### config.mk
export PLATFORM = sky130hd
export DESIGN_NAME = yadmc_dpram_arb
export DESIGN_NICKNAME = d
export VERILOG_FILES = /design/src/rtl/yadmc_arb_pkg.sv /design/src/rtl/yadmc_rr_pick.sv /design/src/rtl/yadmc_dpram_arb.sv
export SDC_FILE = /design/constraint.sdc
export NUM_CORES = 1
export LEC_CHECK = 0
export CORE_AREA = 2 2 62 64
export DETAILED_ROUTE_END_ITERATION = 16
export DIE_AREA = 0 0 64 66
export DONT_BUFFER_PORTS = 1
export PLACE_DENSITY = 0.55
export SYNTH_ARGS = -nofsm -noshare
export SYNTH_HDL_FRONTEND = slang
export SYNTH_SLANG_ARGS = --single-unit
### constraint.sdc
create_clock -name sys_clk -period 4.5 [get_ports sys_clk]
set_input_delay 0.9 -clock sys_clk [delete_from_list [all_inputs] [get_ports sys_clk]]
set_output_delay 0.9 -clock sys_clk [all_outputs]
set_load 0.005 [all_outputs]
### src/rtl/yadmc_arb_pkg.sv
// Shared constants for the YADMC buffer-RAM port arbiter: requester count, pointer width, state codes.
// No logic; no latency; no backpressure.
// Imported by yadmc_rr_pick and yadmc_dpram_arb.
package yadmc_arb_pkg;
    localparam int NREQ  = 4;
    localparam int PTR_W = 2;

    localparam logic [0:0] ST_CLEAR = 1'b0;
    localparam logic [0:0] ST_RUN   = 1'b1;
endpackage

### src/rtl/yadmc_rr_pick.sv
// Round-robin picker: first asserted req scanning from ptr upward (mod NREQ).
// Latency: purely combinational.
// Backpressure: none; losers simply see no grant this cycle.
module yadmc_rr_pick
    import yadmc_arb_pkg::*;
(
    input  logic [NREQ-1:0]  req,
    input  logic [PTR_W-1:0] ptr,
    output logic [NREQ-1:0]  gnt,
    output logic [PTR_W-1:0] win,
    output logic             vld
);

    logic [PTR_W-1:0] idx;

    always_comb begin
        gnt = '0;
        win = '0;
        vld = 1'b0;
        idx = '0;
        for (int i = 0; i < NREQ; i++) begin
            idx = ptr + PTR_W'(i);
            if (!vld && req[idx]) begin
                vld      = 1'b1;
                win      = idx;
                gnt[idx] = 1'b1;
            end
        end
    end

endmodule

### src/rtl/yadmc_dpram_arb.sv
// Four-requester round-robin arbiter for one YADMC buffer-RAM port, with optional zeroing sweep (YADMC_ARB_CLEAR_EN).
// Latency: grant and RAM drive same cycle; rvalid one cycle after a read grant.
// Backpressure: requesters hold their access until ack; all acks withheld while the sweep runs.
module yadmc_dpram_arb
    import yadmc_arb_pkg::*;
#(
    parameter int address_depth = 10,
    parameter int data_width    = 8
) (
    input  logic                            sys_clk,
    input  logic                            sys_rst,
    input  logic [NREQ-1:0]                 req,
    input  logic [NREQ-1:0]                 we,
    input  logic [NREQ*address_depth-1:0]   adr,
    input  logic [NREQ*data_width-1:0]      di,
    output logic [NREQ-1:0]                 ack,
    output logic [NREQ-1:0]                 rvalid,
    output logic [data_width-1:0]           dout,
    output logic                            ready,
    input  logic                            clr,
    output logic [address_depth-1:0]        ram_adr,
    output logic                            ram_we,
    output logic [data_width-1:0]           ram_di,
    input  logic [data_width-1:0]           ram_do
);

    logic [PTR_W-1:0]         ptr;
    logic [PTR_W-1:0]         win;
    logic [NREQ-1:0]          gnt;
    logic                     vld;
    logic                     run;
    logic [address_depth-1:0] cnt;

    yadmc_rr_pick u_pick (
        .req (req),
        .ptr (ptr),
        .gnt (gnt),
        .win (win),
        .vld (vld)
    );

`ifdef YADMC_ARB_CLEAR_EN
    logic [0:0] state;

    // Sweep ends after writing the all-ones address; the counter wraps back to 0 on its own.
    always_ff @(posedge sys_clk or posedge sys_rst) begin
        if (sys_rst) begin
            state <= ST_CLEAR;
            cnt   <= '0;
        end else if (state == ST_CLEAR) begin
            cnt <= cnt + 1'b1;
            if (&cnt)
                state <= ST_RUN;
        end else if (clr) begin
            state <= ST_CLEAR;
            cnt   <= '0;
        end
    end

    assign run = (state == ST_RUN);
`else
    logic unused_clr;

    assign unused_clr = clr;
    assign run        = 1'b1;
    assign cnt        = '0;
`endif

    assign ready   = run;
    assign ack     = run ? gnt : '0;
    assign ram_we  = run ? (vld & we[win]) : 1'b1;
    assign ram_adr = run ? adr[int'(win)*address_depth +: address_depth] : cnt;
    assign ram_di  = run ? di[int'(win)*data_width +: data_width] : '0;
    assign dout    = ram_do;

    always_ff @(posedge sys_clk or posedge sys_rst) begin
        if (sys_rst) begin
            ptr    <= '0;
            rvalid <= '0;
        end else begin
            if (run && vld)
                ptr <= win + PTR_W'(1);
            // A read granted before clr still returns: rvalid only depends on last cycle's grant.
            rvalid <= (run && vld && !we[win]) ? gnt : '0;
        end
    end

endmodule

==> impl_results.html <==
<table>
<tr><th>Metric</th><th>Value</th></tr>
<tr><th colspan="2">Run status</th></tr>
<tr><td>Status</td><td>complete, no violations</td></tr>
<tr><th colspan="2">Place</th></tr>
<tr><td>Buffers on Ports</td><td>0</td></tr>
<tr><td>Half-perimeter wire length of the detailed placement result</td><td>2980 um</td></tr>
<tr><td>Placer Congestion</td><td>0.761</td></tr>
<tr><td>Pre-CTS WS</td><td>0.509 ns</td></tr>
<tr><td>Placement-stage cell area</td><td>around 1500 um^2</td></tr>
<tr><th colspan="2">Critical path</th></tr>
<tr><td>Library cell contributing the largest single delay on the critical path</td><td>sky130_fd_sc_hd__mux4_2</td></tr>
<tr><td>Depth of the most critical reg-to-reg path</td><td>9</td></tr>
<tr><td>Setup CP Type</td><td>reg2out</td></tr>
<tr><td>Worst r2r dst</td><td>ptr[1]</td></tr>
<tr><td>Max FO, Critical Path</td><td>33</td></tr>
<tr><td>Internal reg-to-reg setup slack</td><td>1.54 ns</td></tr>
<tr><td>Reg2reg start</td><td>ptr[0]</td></tr>
<tr><td>Req. time, crit path</td><td>3.60 ns</td></tr>
<tr><td>Data arrival time of the critical path</td><td>3.35 ns</td></tr>
<tr><td>List of cells traversed by the critical path</td><td>clkinv_1 -&gt; ha_1 -&gt; mux4_2 -&gt; nor4b_4 -&gt; a211oi_2 -&gt; a32oi_4 -&gt; buf_4 -&gt; mux2i_1 -&gt; a22oi_2</td></tr>
<tr><td>Highest cell delay on the worst timing path</td><td>0.68 ns</td></tr>
<tr><td>Crit start category</td><td>register</td></tr>
<tr><td>Endpoint kind of the worst setup timing path</td><td>output port</td></tr>
<tr><th colspan="2">Pwr</th></tr>
<tr><td>Pint</td><td>around 760 uW</td></tr>
<tr><td>Combinational power share</td><td>0.917</td></tr>
<tr><td>Peak VDD IR</td><td>0.337 mV</td></tr>
<tr><td>Leakage component of the power</td><td>0.607 nW</td></tr>
<tr><td>Areal power density over the cells</td><td>approximately 1100 nW/um^2</td></tr>
<tr><td>Total net switching power</td><td>~860 uW</td></tr>
<tr><td>Part of the total power dissipated in the clock network</td><td>0.029</td></tr>
<tr><td>Sequential cell fraction of total power</td><td>0.054</td></tr>
<tr><td>Switching share of total power</td><td>0.530</td></tr>
<tr><th colspan="2">Synth</th></tr>
<tr><td>Synth top area cells</td><td>sky130_fd_sc_hd__mux2i_1 (13%), sky130_fd_sc_hd__dfrtp_1 (9.7%), sky130_fd_sc_hd__a22oi_2 (8.1%)</td></tr>
<tr><td>Seq cells post-synth</td><td>6</td></tr>
<tr><td>Post-synthesis cell area</td><td>~1500 um^2</td></tr>
<tr><td>Top_reg_cell synth</td><td>sky130_fd_sc_hd__dfrtp_1</td></tr>
<tr><td>Count of cell types in the netlist</td><td>36</td></tr>
<tr><td>Synthesized area per cell</td><td>slightly above 8 um^2</td></tr>
<tr><td>Synth warnings</td><td>0</td></tr>
<tr><td>Asr flop ratio synth</td><td>1.00</td></tr>
<tr><td>Cells after synthesis</td><td>188</td></tr>
<tr><td>Library cell occupying the most area in the post-synthesis netlist</td><td>sky130_fd_sc_hd__mux2i_1</td></tr>
<tr><td>Commonest cells in the synthesized netlist</td><td>sky130_fd_sc_hd__a21oi_1 (20), sky130_fd_sc_hd__mux2i_1 (20), sky130_fd_sc_hd__nand2b_1 (20)</td></tr>
<tr><td>Number of synthesized flops with an enable pin</td><td>0</td></tr>
<tr><td>Post-synthesis sequential area ratio</td><td>0.0970</td></tr>
<tr><td>Fraction of post-synthesis cell area in the top cell type by area</td><td>0.129</td></tr>
<tr><td>Nets in the synthesized netlist</td><td>285</td></tr>
<tr><th colspan="2">Clock tree</th></tr>
<tr><td>Number of sinks handled by clock tree synthesis</td><td>6</td></tr>
<tr><td>CTS Buf Count</td><td>3</td></tr>
<tr><td>CTS Hold Bufs</td><td>0</td></tr>
<tr><td>Clock-pin slew on the worst setup and hold paths</td><td>about 0.040 ns</td></tr>
<tr><td>Number of H-tree levels</td><td>1</td></tr>
<tr><td>Maximum root-to-sink buffer count</td><td>2</td></tr>
<tr><td>Number of gates given a new drive strength after cts</td><td>0</td></tr>
<tr><td>Root cell of the clock tree</td><td>sky130_fd_sc_hd__clkbuf_4</td></tr>
<tr><td>CTS tree</td><td>built</td></tr>
<tr><td>Worst-skew pair later-pin latency</td><td>approximately 0.24 ns</td></tr>
<tr><td>Number of setup buffers added after CTS</td><td>0</td></tr>
<tr><th colspan="2">Global routing</th></tr>
<tr><td>GRT Overall Usage</td><td>0.161</td></tr>
<tr><td>Vias in the first global route</td><td>1147</td></tr>
<tr><td>Total gr overflow</td><td>0</td></tr>
<tr><td>Wire length of the first global-routing pass</td><td>5490 um</td></tr>
<tr><td>Maximum number of pins on one net before global-route repair</td><td>39</td></tr>
<tr><td>Number of antenna violations at the first check in global routing</td><td>0</td></tr>
<tr><th colspan="2">Drt</th></tr>
<tr><td>Vias</td><td>1339</td></tr>
<tr><td>Number of nets with antenna violations after routing</td><td>0</td></tr>
<tr><td>Drt via density</td><td>about 6.1</td></tr>
<tr><td>WL/cell</td><td>17.2 um</td></tr>
<tr><td>Wire length after detailed routing</td><td>roughly 3800 um</td></tr>
<tr><td>First drt pass iteration count</td><td>4</td></tr>
<tr><td>DRC errors left</td><td>0</td></tr>
<tr><td>Number of violations reported at the end of detailed-routing iteration 0</td><td>77</td></tr>
<tr><th colspan="2">STA</th></tr>
<tr><td>Relative slew slack</td><td>0.640</td></tr>
<tr><td>Final period utilization</td><td>0.944</td></tr>
<tr><td>RSZ-0062 raised after global routing</td><td>no</td></tr>
<tr><td>Max Clock Freq</td><td>0.235 GHz</td></tr>
<tr><td>Transition time at the pin with the least slew margin</td><td>0.526 ns</td></tr>
<tr><td>Summed negative setup slack over all endpoints</td><td>0 ns</td></tr>
<tr><td>Worst hold-check slack</td><td>0.458 ns</td></tr>
<tr><td>Endpoints failing hold</td><td>0</td></tr>
<tr><td>Time the final worst path needs with I/O delays and setup</td><td>4.25 ns</td></tr>
<tr><td>Final slew viol count</td><td>0</td></tr>
<tr><td>Setup violations, final</td><td>0</td></tr>
<tr><td>Final worst clock skew</td><td>0.00219 ns</td></tr>
<tr><td>Final worst setup slack</td><td>0.251 ns</td></tr>
<tr><th colspan="2">Die</th></tr>
<tr><td>Height of the die</td><td>66 um</td></tr>
<tr><td>Core footprint</td><td>~3600 um^2</td></tr>
<tr><td>Die area</td><td>4220 um^2</td></tr>
<tr><td>Chip width</td><td>64 um</td></tr>
<tr><td>I/O pin count</td><td>about 130</td></tr>
<tr><td>Initial Util</td><td>0.436</td></tr>
<tr><td>Standard-cell row count</td><td>22</td></tr>
<tr><th colspan="2">Finish</th></tr>
<tr><td>Final std cell area, no fill</td><td>1510 um^2</td></tr>
<tr><td>Final core area utilization</td><td>0.424</td></tr>
<tr><td>Syn-to-layout area delta</td><td>-2.75%</td></tr>
<tr><td>Number of nets in the layout</td><td>270</td></tr>
<tr><td>Total inserted antenna cells</td><td>0</td></tr>
<tr><td>Share of layout cells above drive strength 1</td><td>0.175</td></tr>
<tr><td>Number of fillers in the final layout</td><td>roughly 360</td></tr>
<tr><th colspan="2">Worst hold path</th></tr>
<tr><td>Worst min-delay path category</td><td>in2async</td></tr>
<tr><th colspan="2">Flow run</th></tr>
<tr><td>Number of maximum-capacitance constraint violations</td><td>0</td></tr>
</table>
[layout by cell type (no fill, tap or decap), types with 2 or more instances in the layout]
cell type / synthesis / layout
sky130_fd_sc_hd__a21oi_1: 20 / 20
sky130_fd_sc_hd__mux2i_1: 20 / 20
sky130_fd_sc_hd__inv_1: 4 / 4
sky130_fd_sc_hd__buf_4: 9 / 5
sky130_fd_sc_hd__clkbuf_4: 0 / 3
sky130_fd_sc_hd__mux2_2: 3 / 3
sky130_fd_sc_hd__nand2_1: 10 / 10
sky130_fd_sc_hd__nor2b_1: 9 / 9
sky130_fd_sc_hd__o21ai_0: 9 / 9
sky130_fd_sc_hd__a22oi_2: 10 / 10
sky130_fd_sc_hd__or3_1: 2 / 2
sky130_fd_sc_hd__dfrtp_1: 6 / 6
sky130_fd_sc_hd__nand3b_1: 2 / 2
sky130_fd_sc_hd__nor2_1: 9 / 9
sky130_fd_sc_hd__a22oi_1: 9 / 9
sky130_fd_sc_hd__nand2b_1: 20 / 20
sky130_fd_sc_hd__mux4_2: 4 / 4
sky130_fd_sc_hd__ha_1: 6 / 6
sky130_fd_sc_hd__a221oi_1: 5 / 5
[how the worst max path moves through the flow]
stage | start | end
6_report | ptr[0] | ram_adr[3]
5_1_grt | ptr[0] | ram_adr[3]
3_5_place_dp | ptr[0] | ram_adr[3]
2_1_floorplan | ptr[1] | ram_di[7]
4_1_cts | ptr[0] | ram_adr[3]
3_3_place_gp | ptr[0] | ram_adr[3]
[flip-flops by register name, summed over array words and instances, names as in the netlist]
signal	count
ptr	2
rvalid	4
[through the flow]
step	power, mW	cells
2_1_floorplan	1.45	188
3_3_place_gp	1.53	216
3_5_place_dp	1.58	216
4_1_cts	1.63	219
5_1_grt	1.77	219
6_report	1.62	219
[area by class of cell]
class	instances	area [um^2]	share of cell area
repair buffers	6	57.6	0.0382
inverters	5	18.8	0.0125
well taps	48	60.1	0.0399
flip-flops and latches	6	150	0.0998
multi-input cells	151	1200	0.795
clock buffers	3	22.5	0.0150
[worst max-delay path: cells and delay by family, from the launching register on]
kind / cells / cell delay, ns
AO/OA/AOI/OAI: 3 / 0.44
AND/OR/NAND/NOR: 1 / 0.47
flip-flops: 1 / 0.34
multiplexers: 2 / 0.97
buffers and inverters: 2 / 0.44
adder cells (fa/ha/maj): 1 / 0.45
[logic make-up (layout without fill, tap and decap cells)]
group	after synthesis	in the layout	share of synthesized area
muxes	27	27	0.209
DFF	6	6	0.0970
AOI/OAI and AO/OA	61	61	0.293
and+or+nand+nor	55	55	0.204
buffers and inverters	31	14	0.140
adders and majority gates	6	6	0.0485
xor gates and xnor gates	1	1	0.00566
other	1	1	0.00242
[per-layer routing]
metal / GRT usage / share of wire / vias to the layer above
li1: - / - / 650
met1: 0.199 / 0.40 / 598
met2: 0.279 / 0.50 / 85
met3: 0.0443 / 0.094 / 6
met4: 0.0299 / 0.0037 / 0
met5: 0 / 0 / -
[power groups by stage]
stage                     clock network [mW]  registers [mW]  logic, mW
after detailed placement                   0          0.0882       1.49
final                                 0.0476          0.0868       1.48
after floorplan                            0          0.0935       1.36
after global routing                  0.0554          0.0888       1.63
after CTS                             0.0503          0.0874       1.50
after global placement                     0          0.0875       1.45
(Power assumes the default switching activity.)
